**src/rtl/vga_timing_gen.sv**
```systemverilog
// vga_timing_gen: free-running pixel timing generator.
// Horizontal and vertical counters. Every output is decoded from the counter
// registers, so every output matches the current hc/vc.
// Visible coordinates are 1-based, and 0 means blanking.

// Elaboration-time range check: both totals must fit the 11-bit counters.
module vga_timing_gen_param_check #(
   parameter int H_TOTAL = 800,
   parameter int V_TOTAL = 525
);
   if (H_TOTAL > 2047 || V_TOTAL > 2047) begin : g_range_error
      $error("vga_timing_gen: H_TOTAL/V_TOTAL exceed the 11-bit counter range");
   end
   if (H_TOTAL < 1 || V_TOTAL < 1) begin : g_empty_error
      $error("vga_timing_gen: H_TOTAL/V_TOTAL must be at least 1");
   end
endmodule

module vga_timing_gen #(
   parameter int   H_VISIBLE = 640,
   parameter int   H_FP      = 16,
   parameter int   H_SYNC    = 96,
   parameter int   H_BP      = 48,
   parameter int   V_VISIBLE = 480,
   parameter int   V_FP      = 10,
   parameter int   V_SYNC    = 2,
   parameter int   V_BP      = 33,
   parameter logic SYNC_POL  = 1'b0
) (
   input  logic        clk,
   input  logic        rst,
   output logic [10:0] hc,
   output logic [10:0] vc,
   output logic [10:0] hc_visible,
   output logic [10:0] vc_visible,
   output logic        display_en,
   output logic        hsync,
   output logic        vsync,
   output logic        line_start,
   output logic        frame_start
);

   localparam int H_TOTAL = H_VISIBLE + H_FP + H_SYNC + H_BP;
   localparam int V_TOTAL = V_VISIBLE + V_FP + V_SYNC + V_BP;

   // Region boundaries in counter width. The sync region is inclusive on both ends.
   localparam logic [10:0] H_LAST     = 11'(H_TOTAL - 1);
   localparam logic [10:0] V_LAST     = 11'(V_TOTAL - 1);
   localparam logic [10:0] H_VIS_END  = 11'(H_VISIBLE);
   localparam logic [10:0] V_VIS_END  = 11'(V_VISIBLE);
   localparam logic [10:0] H_SYNC_LO  = 11'(H_VISIBLE + H_FP);
   localparam logic [10:0] H_SYNC_HI  = 11'(H_VISIBLE + H_FP + H_SYNC - 1);
   localparam logic [10:0] V_SYNC_LO  = 11'(V_VISIBLE + V_FP);
   localparam logic [10:0] V_SYNC_HI  = 11'(V_VISIBLE + V_FP + V_SYNC - 1);

   vga_timing_gen_param_check #(
      .H_TOTAL (H_TOTAL),
      .V_TOTAL (V_TOTAL)
   ) u_param_check ();

   logic [10:0] hc_r;
   logic [10:0] vc_r;
   logic        h_vis_s;
   logic        v_vis_s;
   logic        h_sync_s;
   logic        v_sync_s;

   // Pixel/line counters. The line counter advances on the last pixel of each line.
   // A reset abandons the current frame immediately.
   always_ff @(posedge clk) begin
      if (rst) begin
         hc_r <= 11'd0;
         vc_r <= 11'd0;
      end else if (hc_r == H_LAST) begin
         hc_r <= 11'd0;
         if (vc_r == V_LAST) begin
            vc_r <= 11'd0;
         end else begin
            vc_r <= vc_r + 11'd1;
         end
      end else begin
         hc_r <= hc_r + 11'd1;
         vc_r <= vc_r;
      end
   end

   // Region decode from the counter registers only. No input reaches the outputs here.
   always_comb begin
      h_vis_s  = (hc_r < H_VIS_END);
      v_vis_s  = (vc_r < V_VIS_END);
      h_sync_s = (hc_r >= H_SYNC_LO) && (hc_r <= H_SYNC_HI);
      v_sync_s = (vc_r >= V_SYNC_LO) && (vc_r <= V_SYNC_HI);
   end

   // Output decode. Visible coordinates are 1-based, and sync levels follow SYNC_POL.
   always_comb begin
      hc          = hc_r;
      vc          = vc_r;
      hc_visible  = 11'd0;
      vc_visible  = 11'd0;
      hsync       = ~SYNC_POL;
      vsync       = ~SYNC_POL;
      if (h_vis_s) begin
         hc_visible = hc_r + 11'd1;
      end else begin
         hc_visible = 11'd0;
      end
      if (v_vis_s) begin
         vc_visible = vc_r + 11'd1;
      end else begin
         vc_visible = 11'd0;
      end
      if (h_sync_s) begin
         hsync = SYNC_POL;
      end else begin
         hsync = ~SYNC_POL;
      end
      if (v_sync_s) begin
         vsync = SYNC_POL;
      end else begin
         vsync = ~SYNC_POL;
      end
      display_en  = h_vis_s && v_vis_s;
      line_start  = (hc_r == 11'd0);
      frame_start = (hc_r == 11'd0) && (vc_r == 11'd0);
   end

endmodule

```
**config.mk**
```make
export PLATFORM = sky130hd
export DESIGN_NAME = vga_timing_gen
export DESIGN_NICKNAME = d
export VERILOG_FILES = /design/src/rtl/vga_timing_gen.sv
export SDC_FILE = /design/constraint.sdc
export NUM_CORES = 1
export LEC_CHECK = 0
export CAP_MARGIN = 20
export CORE_MARGIN = 1
export CORE_UTILIZATION = 30
export CTS_CLUSTER_DIAMETER = 200
export DETAILED_ROUTE_END_ITERATION = 8
export SYNTH_ARGS = -nofsm -noshare
export SYNTH_HDL_FRONTEND = slang
export SYNTH_SLANG_ARGS = --single-unit
```
**constraint.sdc**
```tcl
create_clock -name clk -period 2.7 [get_ports clk]
set_input_delay 0.27 -clock clk [delete_from_list [all_inputs] [get_ports clk]]
set_output_delay 0.27 -clock clk [all_outputs]
set_load 0.005 [all_outputs]
```
After elaboration in Yosys (flattened, before gate mapping)
Index checks and enable logic that the tools add are counted.
{"block": "word_totals", "register_bits": 22}
{"block": "op_classes", "add_sub_neg": 2, "order_cmp": 6, "eq_ne": 2, "n_mux": 5, "reduce_logical": 7}
{"operator": "two-way mux 11 bit", "count": 3}
{"operator": "adder 11 x 1 -> 11 bit, second input constant", "count": 2}
{"operator": "equality test 11 x 10 -> 1 bit, second input constant", "count": 2}
{"operator": "zero test 11 bit", "count": 2}
{"operator": ">= comparator 11 x 10 -> 1 bit, second input constant", "count": 1}
{"operator": ">= comparator 11 x 9 -> 1 bit, second input constant", "count": 1}
{"operator": "less-or-equal comparator 11 x 10 -> 1 bit, second input constant", "count": 1}
{"operator": "less-or-equal comparator 11 x 9 -> 1 bit, second input constant", "count": 1}
{"operator": "< comparator 11 x 10 -> 1 bit, second input constant", "count": 1}
{"operator": "< comparator 11 x 9 -> 1 bit, second input constant", "count": 1}
{"operator": "logical AND 1 bit", "count": 4}
{"operator": "two-way mux 1 bit", "count": 2}
{"operator": "OR reduction 2 bit", "count": 1}

Longest topological paths before layout
Gate-level depths: netlist of run 1.
{"block": "logic_depth", "ltp_word": 3, "mapped_depth": 7}

Worst setup path before layout of run 1
No wires, ideal clock.
{"block": "synth_path", "path_type": "reg2reg", "start": "register hc_r[4] (netlist: hc[4])", "end": "register vc_r[10] (netlist: vc[10])", "setup_ns": 0.070, "t_arrival_ns": 1.807, "t_required_ns": 2.630, "setup_slack_ns": 0.823, "stages_incl_launch_ff": 6, "cell_sequence": "dfxtp_1 buf_6 or3b_4 or3_4 or4_1 a21oi_1"}
{"block": "synth_via", "elab_chain_cells": 1}
{"element": "start: declaration", "line": "61", "source": "logic [10:0] hc_r;"}
{"element": "start signal: assignment", "line": "82", "source": "hc_r <= hc_r + 11'd1;"}
{"element": "equality test 11 x 10 -> 1 bit", "line": "74", "source": "end else if (hc_r == H_LAST) begin"}
{"element": "end signal: assignment", "line": "79", "source": "vc_r <= vc_r + 11'd1;"}
{"element": "end signal: assignment", "line": "83", "source": "vc_r <= vc_r;"}
{"element": "end: declaration", "line": "62", "source": "logic [10:0] vc_r;"}
No other way between the ends.
A chain may end at the register's enable or synchronous reset.

Final worst setup path of run 1
{"block": "layout_path", "start": "register hc_r[0] (netlist: hc[0])", "end": "output port frame_start"}
{"block": "layout_via", "elab_chain_cells": 2}
{"element": "zero test 11 bit", "line": "125", "source": "frame_start = (hc_r == 11'd0) && (vc_r == 11'd0);"}
{"element": "logical AND 1 bit", "line": "125"}
{"element": "end: declaration", "line": "40", "source": "output logic frame_start"}
No other way between the ends.

==> impl_metrics.tcl, run 1 <==
set metrics [dict create \
    synth_edf_count 0 \
    row_count 24 \
    final_common_cell "clkdlybuf4s50_1" \
    ir_drop_mv 0.283 \
    netlist_instances 185 \
    synthToLayoutAreaGrowth_pct 35.8 \
    hold_violations 0 \
    finalSetupViolCount 0 \
    synth_cell_types 43 \
    post_drt_wl_per_cell_um 13.6 \
    cp.arrival_ns 2.24 \
    yosys.area_share.adder 0.0351 \
    min_period_ns 2.51 \
    power_switching_mw 0.139 \
    comb_power_share 0.104 \
    maxCapViolCount 0 \
    cp-end-kind "output pin" \
    routed_via_density 5.02 \
    dp_hpwl_um 2720 \
    diodes 0 \
    gr-total-overflow 0 \
    path_max_fanout 7 \
    syn_area_mm2 0.00143 \
    rsz0062_at_grt "false" \
    path_clk_slew_ns 0.08 \
    start_util 0.319 \
    cts_tree "yes" \
    p_int_mw 0.466 \
    final_cell_mix "clkdlybuf4s50_1, nor2_1, dfxtp_1" \
    fp.dieW_um 71.0 \
    final.setup.tns_ns 0 \
    clock_skew_ns 0.00116 \
    vias 1385 \
    synth_compound_area_frac 0.121 \
    synthFlopType "dfxtp_1" \
    grt_usage 0.155 \
    htree_levels 1 \
    ys_seq_area_frac 0.309 \
    timing.critical_path.required_ns 2.43 \
    ios 51 \
    synthMuxAreaShare 0 \
    dr.pass1.iters 6 \
    ant_nets 0 \
    core_region_area_mm2 0.00447 \
    slew_violations 0 \
    final_cell_area_mm2 0.00194 \
    fmax_mhz 398 \
    ys_warn_count 0 \
    seqPwrFrac 0.552 \
    worstSetupPathType "register to output pin" \
    avgSynthCellArea_um2 7.72 \
    drt-initial-drc-count 65 \
    grt_pass1_wl_um 6160 \
    start_kind "register" \
    drc 0 \
    grt_antenna_before_repair 0 \
    grt_pass1_vias 1283 \
    cts_sinks 22 \
    grt_max_degree 13 \
    synth-simple-area-share 0.350 \
    wl_um 3760 \
    power_per_cell_area_mw_per_mm2 312 \
    leakage_nw 0.680 \
    p_sw_frac 0.229 \
    hold_buffers 0 \
    io_buffers 47 \
    synth_xor_area_frac 0.0920 \
    finalCritPeriodShare 0.931 \
    place_congestion 0.786 \
    nets 232 \
    synth_top_family_by_area "simple AND/OR/NAND/NOR gates" \
    cts_root_buffer "clkbuf_8" \
    post_dp_cell_area_mm2 0.00188 \
    drive_gt1_frac 0.0670 \
    clockBufferDepth 2 \
    pwr-share-clk 0.344 \
    die_area_mm2 0.00504 \
    hp-class "register to register" \
    ys_ff_latch 22 \
    cts_inserted_buffers 3 \
    async_flop_share 0 \
    die_h_um 71.0 \
    clkLatencyLatePin_ns 0.26 \
    outcome "finished clean" \
]
[sequential cells by signal, summed over array words and instances, names as in the netlist]
| signal | count |
|---|---|
| hc | 11 |
| vc | 11 |
[through the flow]
stage	setup WS (ns)	std cells	util	hold WS [ns]	power [mW]
floorplan	0.823	187	-	0.339	0.367
global placement	0.391	273	0.421	0.484	0.401
detailed placement	0.390	273	0.421	0.493	0.402
CTS	0.0985	276	0.430	0.512	0.610
global route	0.00917	276	0.433	0.559	0.632
finish	0.187	276	0.433	0.506	0.604
[cell usage after synthesis (4+ instances only)]
cell / number / area (um2)
xnor2_1: 8 / 70.1
nand3_1: 12 / 60.1
nor2_1: 35 / 131
nor3_1: 6 / 30.0
inv_1: 7 / 26.3
nand2_1: 17 / 63.8
clkbuf_1: 4 / 15.0
a21oi_1: 6 / 30.0
dfxtp_1: 22 / 440
a31oi_1: 9 / 56.3
ha_1: 4 / 50.1
buf_4: 4 / 30.0
xor2_1: 7 / 61.3
[final timing paths]
path | start | cells past startpoint | to | slack [ns]
min | hc[0] | 1 | hc[0] | 0.51
max reg2reg | hc[0] | 5 | vc[10] | 0.62
max | hc[0] | 7 | frame_start | 0.19
min reg2reg | hc[0] | 1 | hc[0] | 0.51
[layout make-up]
cell class                      count  area (um2)
Timing Repair Buffer               49         485
Inverter                            7        26.3
Sequential cell                    22         440
Clock buffer                        3        41.3
Multi-Input combinational cell    143         880
Tap cell                           52        65.1
Fill cell                         482        2540
[cells by family after synthesis]
family | after synthesis
XOR/XNOR | 15
buffers and inverters | 22
flip-flops | 22
adder cells (fa/ha/maj) | 4
AND/OR/NAND/NOR | 95
AO/OA/AOI/OAI | 26
other | 1
[what timing repair did]
action,CTS,global route
setup buffers,0,0
setup endpoints to repair,0,1
gates resized for setup,0,2
[metal layers]
| metal | part of all wire | up-vias | global-route usage | routed length, um |
|---|---|---|---|---|
| met1 | 0.51 | 634 | 0.218 | 1930 |
| met2 | 0.43 | 31 | 0.243 | 1640 |
| met3 | 0.044 | 2 | 0.0356 | 166 |
| li1 | - | 718 | - | - |
| met4 | 0.0072 | 0 | 0.0333 | 27 |
| met5 | 0 | - | 0 | 0 |
[power groups by stage]
stage	logic (mW)	registers [mW]	clock network, mW
after global routing	0.0695	0.334	0.229
after global placement	0.0605	0.341	0
after CTS	0.0606	0.333	0.216
final	0.0631	0.333	0.208
after detailed placement	0.0605	0.341	0
after floorplan	0.0266	0.341	0
[critical path, cell delays in order, from the launching register on]
cell and delay, ns:
dfxtp_1 0.37, inv_1 0.07, ha_1 0.13, nor4b_1 0.21, nand3_1 0.10, nor3_1 0.21
nor4bb_4 0.34, clkdlybuf4s50_1 0.54
No activity file was read; power rests on OpenSTA's default activity.
==> inputs of run 2 (changes only) <==
SETUP_SLACK_MARGIN = 0.4   (was default)
==> impl_metrics.tcl, run 2 (synthesis results as in run 1) <==
set metrics [dict create \
    outcome "finished with violations" \
    failed_checks "DRC" \
    power_mw 0.606 \
    grt_usage 0.158 \
    gr-total-overflow 0 \
    drive_gt1_frac 0.188 \
    hp-class "register to register" \
    die_area_mm2 0.00504 \
    final.setup.tns_ns 0 \
    path_max_fanout 6 \
    io_buffers 47 \
    place_congestion 0.786 \
    slew_violations 0 \
    dr.pass1.iters 7 \
    nets 237 \
    cts_tree "yes" \
    clkLatencyLatePin_ns 0.27 \
    cts_root_buffer "clkbuf_8" \
    crit_path_cell_trace "and4_2, o211ai_1, o311a_2, o2111ai_1, clkdlybuf4s50_1" \
    cpPeakStageDelay_ns 0.53 \
    hold_violations 0 \
    routed_via_density 5.11 \
    cp.arrival_ns 1.94 \
    core_region_area_mm2 0.00447 \
    timing.critical_path.required_ns 2.43 \
    synthToLayoutAreaGrowth_pct 45.0 \
    worstSetupPathType "register to output pin" \
    utilization 0.463 \
    cts_inserted_buffers 3 \
    grt_max_degree 13 \
    leakage_nw 0.740 \
    finalSetupViolCount 0 \
    final_common_cell "clkdlybuf4s50_1" \
    rsz0062_at_grt "false" \
    finalCritPeriodShare 0.818 \
    wl_um 3870 \
    place_ws_ns 0.390 \
    comb_power_share 0.102 \
    fmax_mhz 453 \
    grt_pass1_vias 1306 \
    critPathTopFamily "buffers and inverters" \
    clockBufferDepth 2 \
    p_int_mw 0.462 \
    diodes 0 \
    ios 51 \
    die_h_um 71.0 \
    ant_nets 0 \
    cp-end-kind "output pin" \
    vias 1436 \
    path_clk_slew_ns 0.08 \
    grt_antenna_before_repair 0 \
    ir_drop_mv 0.275 \
    pwr-share-clk 0.349 \
    crit_slowest_cell "clkdlybuf4s50_1" \
    crit_buf_inv 1 \
    dp_hpwl_um 2720 \
    clock_skew_ns 0.00504 \
    final_cell_area_mm2 0.00207 \
    start_util 0.319 \
    post_dp_cell_area_mm2 0.00188 \
    start_kind "register" \
    grt_pass1_wl_um 6290 \
    fp.dieW_um 71.0 \
    power_switching_mw 0.144 \
    post_drt_wl_per_cell_um 13.8 \
    drc 3 \
    p_sw_frac 0.237 \
    drt-initial-drc-count 66 \
    cts_sinks 22 \
    hold_buffers 0 \
    power_per_cell_area_mw_per_mm2 293 \
    maxCapViolCount 0 \
    layout_setup_ws_ns 0.492 \
    row_count 24 \
    seqPwrFrac 0.549 \
    htree_levels 1 \
    final_cell_mix "clkdlybuf4s50_1, nor2_1, nand2_1" \
    min_period_ns 2.21 \
]
run 2: cell count changes in the layout (fill, tap and decap cells not counted), moves of 2 or more:
cell             previous run  this run
dfxtp_1                    22         9
dfxtp_2                     0         9
buf_4                       2         7
dfxtp_4                     0         4
clkdlybuf4s50_1            47        44
and4_1                      2         0
and4_4                      0         2
dlymetal6s2s_1              0         2
ha_1                        4         2
ha_4                        0         2
nand2_1                    17        15
nor3_1                      6         4
nor3_2                      0         2
run 2: final cells by class:
type                    instances  area, um2
multi-input cells             143        945
clock buffers                   3       41.3
well taps                      52       65.1
fillers                       460       2400
repair buffers                 54        527
inverters                       7       26.3
flip-flops and latches         22        467
run 2: metrics by stage:
stage               cells  hold WS [ns]
global route          281         0.501
detailed placement    273         0.493
floorplan             187         0.339
global placement      273         0.484
finish                281         0.477
CTS                   276         0.476
run 2: power groups by stage:
stage	combinational, mW	clock, mW	sequential, mW
finish	0.0621	0.211	0.333
global route	0.0690	0.228	0.334
CTS	0.0630	0.216	0.333
detailed placement	0.0605	0	0.341
global placement	0.0605	0	0.341
floorplan	0.0266	0	0.341
run 2: layer usage:
metal | wire [um] | global-route usage | vias up
li1 | - | - | 728
met1 | 1930 | 0.220 | 676
met2 | 1740 | 0.251 | 30
met3 | 175 | 0.0356 | 2
met4 | 27 | 0.0333 | 0
met5 | 0 | 0 | -
run 2: final timing paths:
| kind | slack, ns | startpoint | cells past startpoint | to |
|---|---|---|---|---|
| setup / recovery | 0.49 | hc[3] | 5 | hsync |
| hold / removal | 0.48 | hc[0] | 1 | hc[0] |
| hold reg to reg | 0.48 | hc[0] | 1 | hc[0] |
| setup reg to reg | 0.72 | hc[4] | 4 | vc[10] |
run 2: what timing repair did:
action,in CTS,in global routing
pin swaps,2,2
gates resized for setup,17,20
setup endpoints to repair,14,23
hold endpoints to repair,0,0
buffers inserted,0,5
gates cloned,0,0
==> inputs of run 3 (changes only) <==
clock period = 2.21 ns   (was 2.7 ns; I/O delays follow)
==> impl_metrics.tcl, run 3 (synthesis results as in run 1) <==
set metrics [dict create \
    finalSetupViolCount 0 \
    drc 3 \
    place_inst 292 \
    die_h_um 71.0 \
    cts_tree "yes" \
    place_ws_ns 0.00471 \
    ant_nets 0 \
    final_common_cell "buf_4" \
    pwr-share-clk 0.317 \
    cts_inserted_buffers 3 \
    dr.pass1.iters 7 \
    start_kind "register" \
    path_max_fanout 3 \
    io_buffers 47 \
    vias 1783 \
    grt_pass1_vias 1648 \
    path_clk_slew_ns 0.08 \
    grt_usage 0.194 \
    cp-end-kind "output pin" \
    r2r-start "hc[10]" \
    failed_checks "DRC" \
    final_cell_mix "buf_4, nor2_1, clkdlybuf4s50_1" \
    ir_drop_mv 0.385 \
    timing.critical_path.required_ns 1.99 \
    fp.dieW_um 71.0 \
    clock_skew_ns 0.00361 \
    synthToLayoutAreaGrowth_pct 88.4 \
    drt-initial-drc-count 176 \
    p_sw_frac 0.240 \
    die_area_mm2 0.00504 \
    cts_sinks 22 \
    instances_no_fill 339 \
    utilization 0.601 \
    p_int_mw 0.601 \
    routed_via_density 5.26 \
    clockBufferDepth 2 \
    grt_antenna_before_repair 0 \
    hp-class "register to register" \
    final_cell_area_mm2 0.00269 \
    rsz0062_at_grt "true" \
    htree_levels 1 \
    grt_pass1_wl_um 7820 \
    ios 51 \
    cp.arrival_ns 1.77 \
    wl_um 5410 \
    power_switching_mw 0.190 \
    core_region_area_mm2 0.00447 \
    maxCapViolCount 0 \
    fmax_mhz 501 \
    comb_power_share 0.180 \
    diodes 0 \
    worstSetupPathType "register to output pin" \
    post_dp_cell_area_mm2 0.00203 \
    layout_setup_ws_ns 0.214 \
    start_util 0.319 \
    row_count 24 \
    place_congestion 0.813 \
    min_period_ns 2.00 \
    nFillCells 376 \
    grt_max_degree 13 \
    hold_violations 0 \
    gr-total-overflow 0 \
    leakage_nw 1.14 \
    critPathLaunch "vc[5]" \
    hp-start "vc[6]" \
    cts_root_buffer "clkbuf_8" \
    nets 295 \
    finalCritPeriodShare 0.903 \
    drive_gt1_frac 0.523 \
    power_per_cell_area_mw_per_mm2 294 \
    post_drt_wl_per_cell_um 15.9 \
    outcome "finished with violations" \
    final.setup.tns_ns 0 \
    hold_ws_ns 0.505 \
    power_mw 0.790 \
    clkLatencyLatePin_ns 0.26 \
    slew_violations 0 \
    hold_buffers 0 \
    dp_hpwl_um 3020 \
    seqPwrFrac 0.503 \
]
[run 3: cell types whose count changed in the layout (fill, tap and decap cells not counted), moves of 4 or more]
cell             previous run  this run
clkdlybuf4s50_1            44        23
clkbuf_2                    0         6
xnor2_2                     0         4
xnor2_1                     8         4
dfxtp_1                     9         3
dlygate4sd2_1               1         8
buf_2                       0         9
buf_4                       7        51
buf_6                       0        12
[run 3: final timing paths]
path                                    end  slack [ns]  cells after the start
worst max-delay path            frame_start        0.21                      5
worst min-delay path                  vc[6]        0.50                      1
worst max register to register       vc[10]        0.29                      5
worst min register to register        vc[6]        0.50                      1
[run 3: critical path, stage by stage (launching register included)]
cell      delay (ns)
dfxtp_2         0.34
buf_4           0.13
nor4_1          0.42
nand2_1         0.17
nor4bb_4        0.30
buf_2           0.15
[run 3: power groups by stage]
stage / sequential, mW / clock (mW) / combinational [mW]
after floorplan: 0.417 / 0 / 0.0329
after global placement: 0.412 / 0 / 0.0928
after detailed placement: 0.412 / 0 / 0.0931
after CTS: 0.401 / 0.254 / 0.115
after global routing: 0.398 / 0.278 / 0.152
final: 0.397 / 0.251 / 0.142
[run 3: timing repair]
| item | in CTS | in global routing |
|---|---|---|
| gates cloned | 1 | 1 |
| pin swaps | 24 | 20 |
| endpoints found under the setup margin | 25 | 26 |
| buffers inserted | 29 | 13 |
| gates resized for setup | 102 | 52 |
[run 3: layer usage]
metal	up-vias	part of all wire	GRT usage	routed length, um
met1	872	0.45	0.250	2440
met2	58	0.50	0.341	2710
met4	0	0.0070	0.0467	38
met5	-	0	0	0
li1	847	-	-	-
met3	6	0.040	0.0313	217
[run 3: final cells by class]
| cell class | count | area (um2) | share of cell area |
|---|---|---|---|
| clock buffers | 3 | 41.3 | 0.0153 |
| inverters | 7 | 26.3 | 0.00977 |
| multi-input cells | 144 | 1150 | 0.427 |
| flip-flops and latches | 22 | 482 | 0.179 |
| well taps | 52 | 65.1 | 0.0242 |
| repair buffers | 111 | 926 | 0.344 |
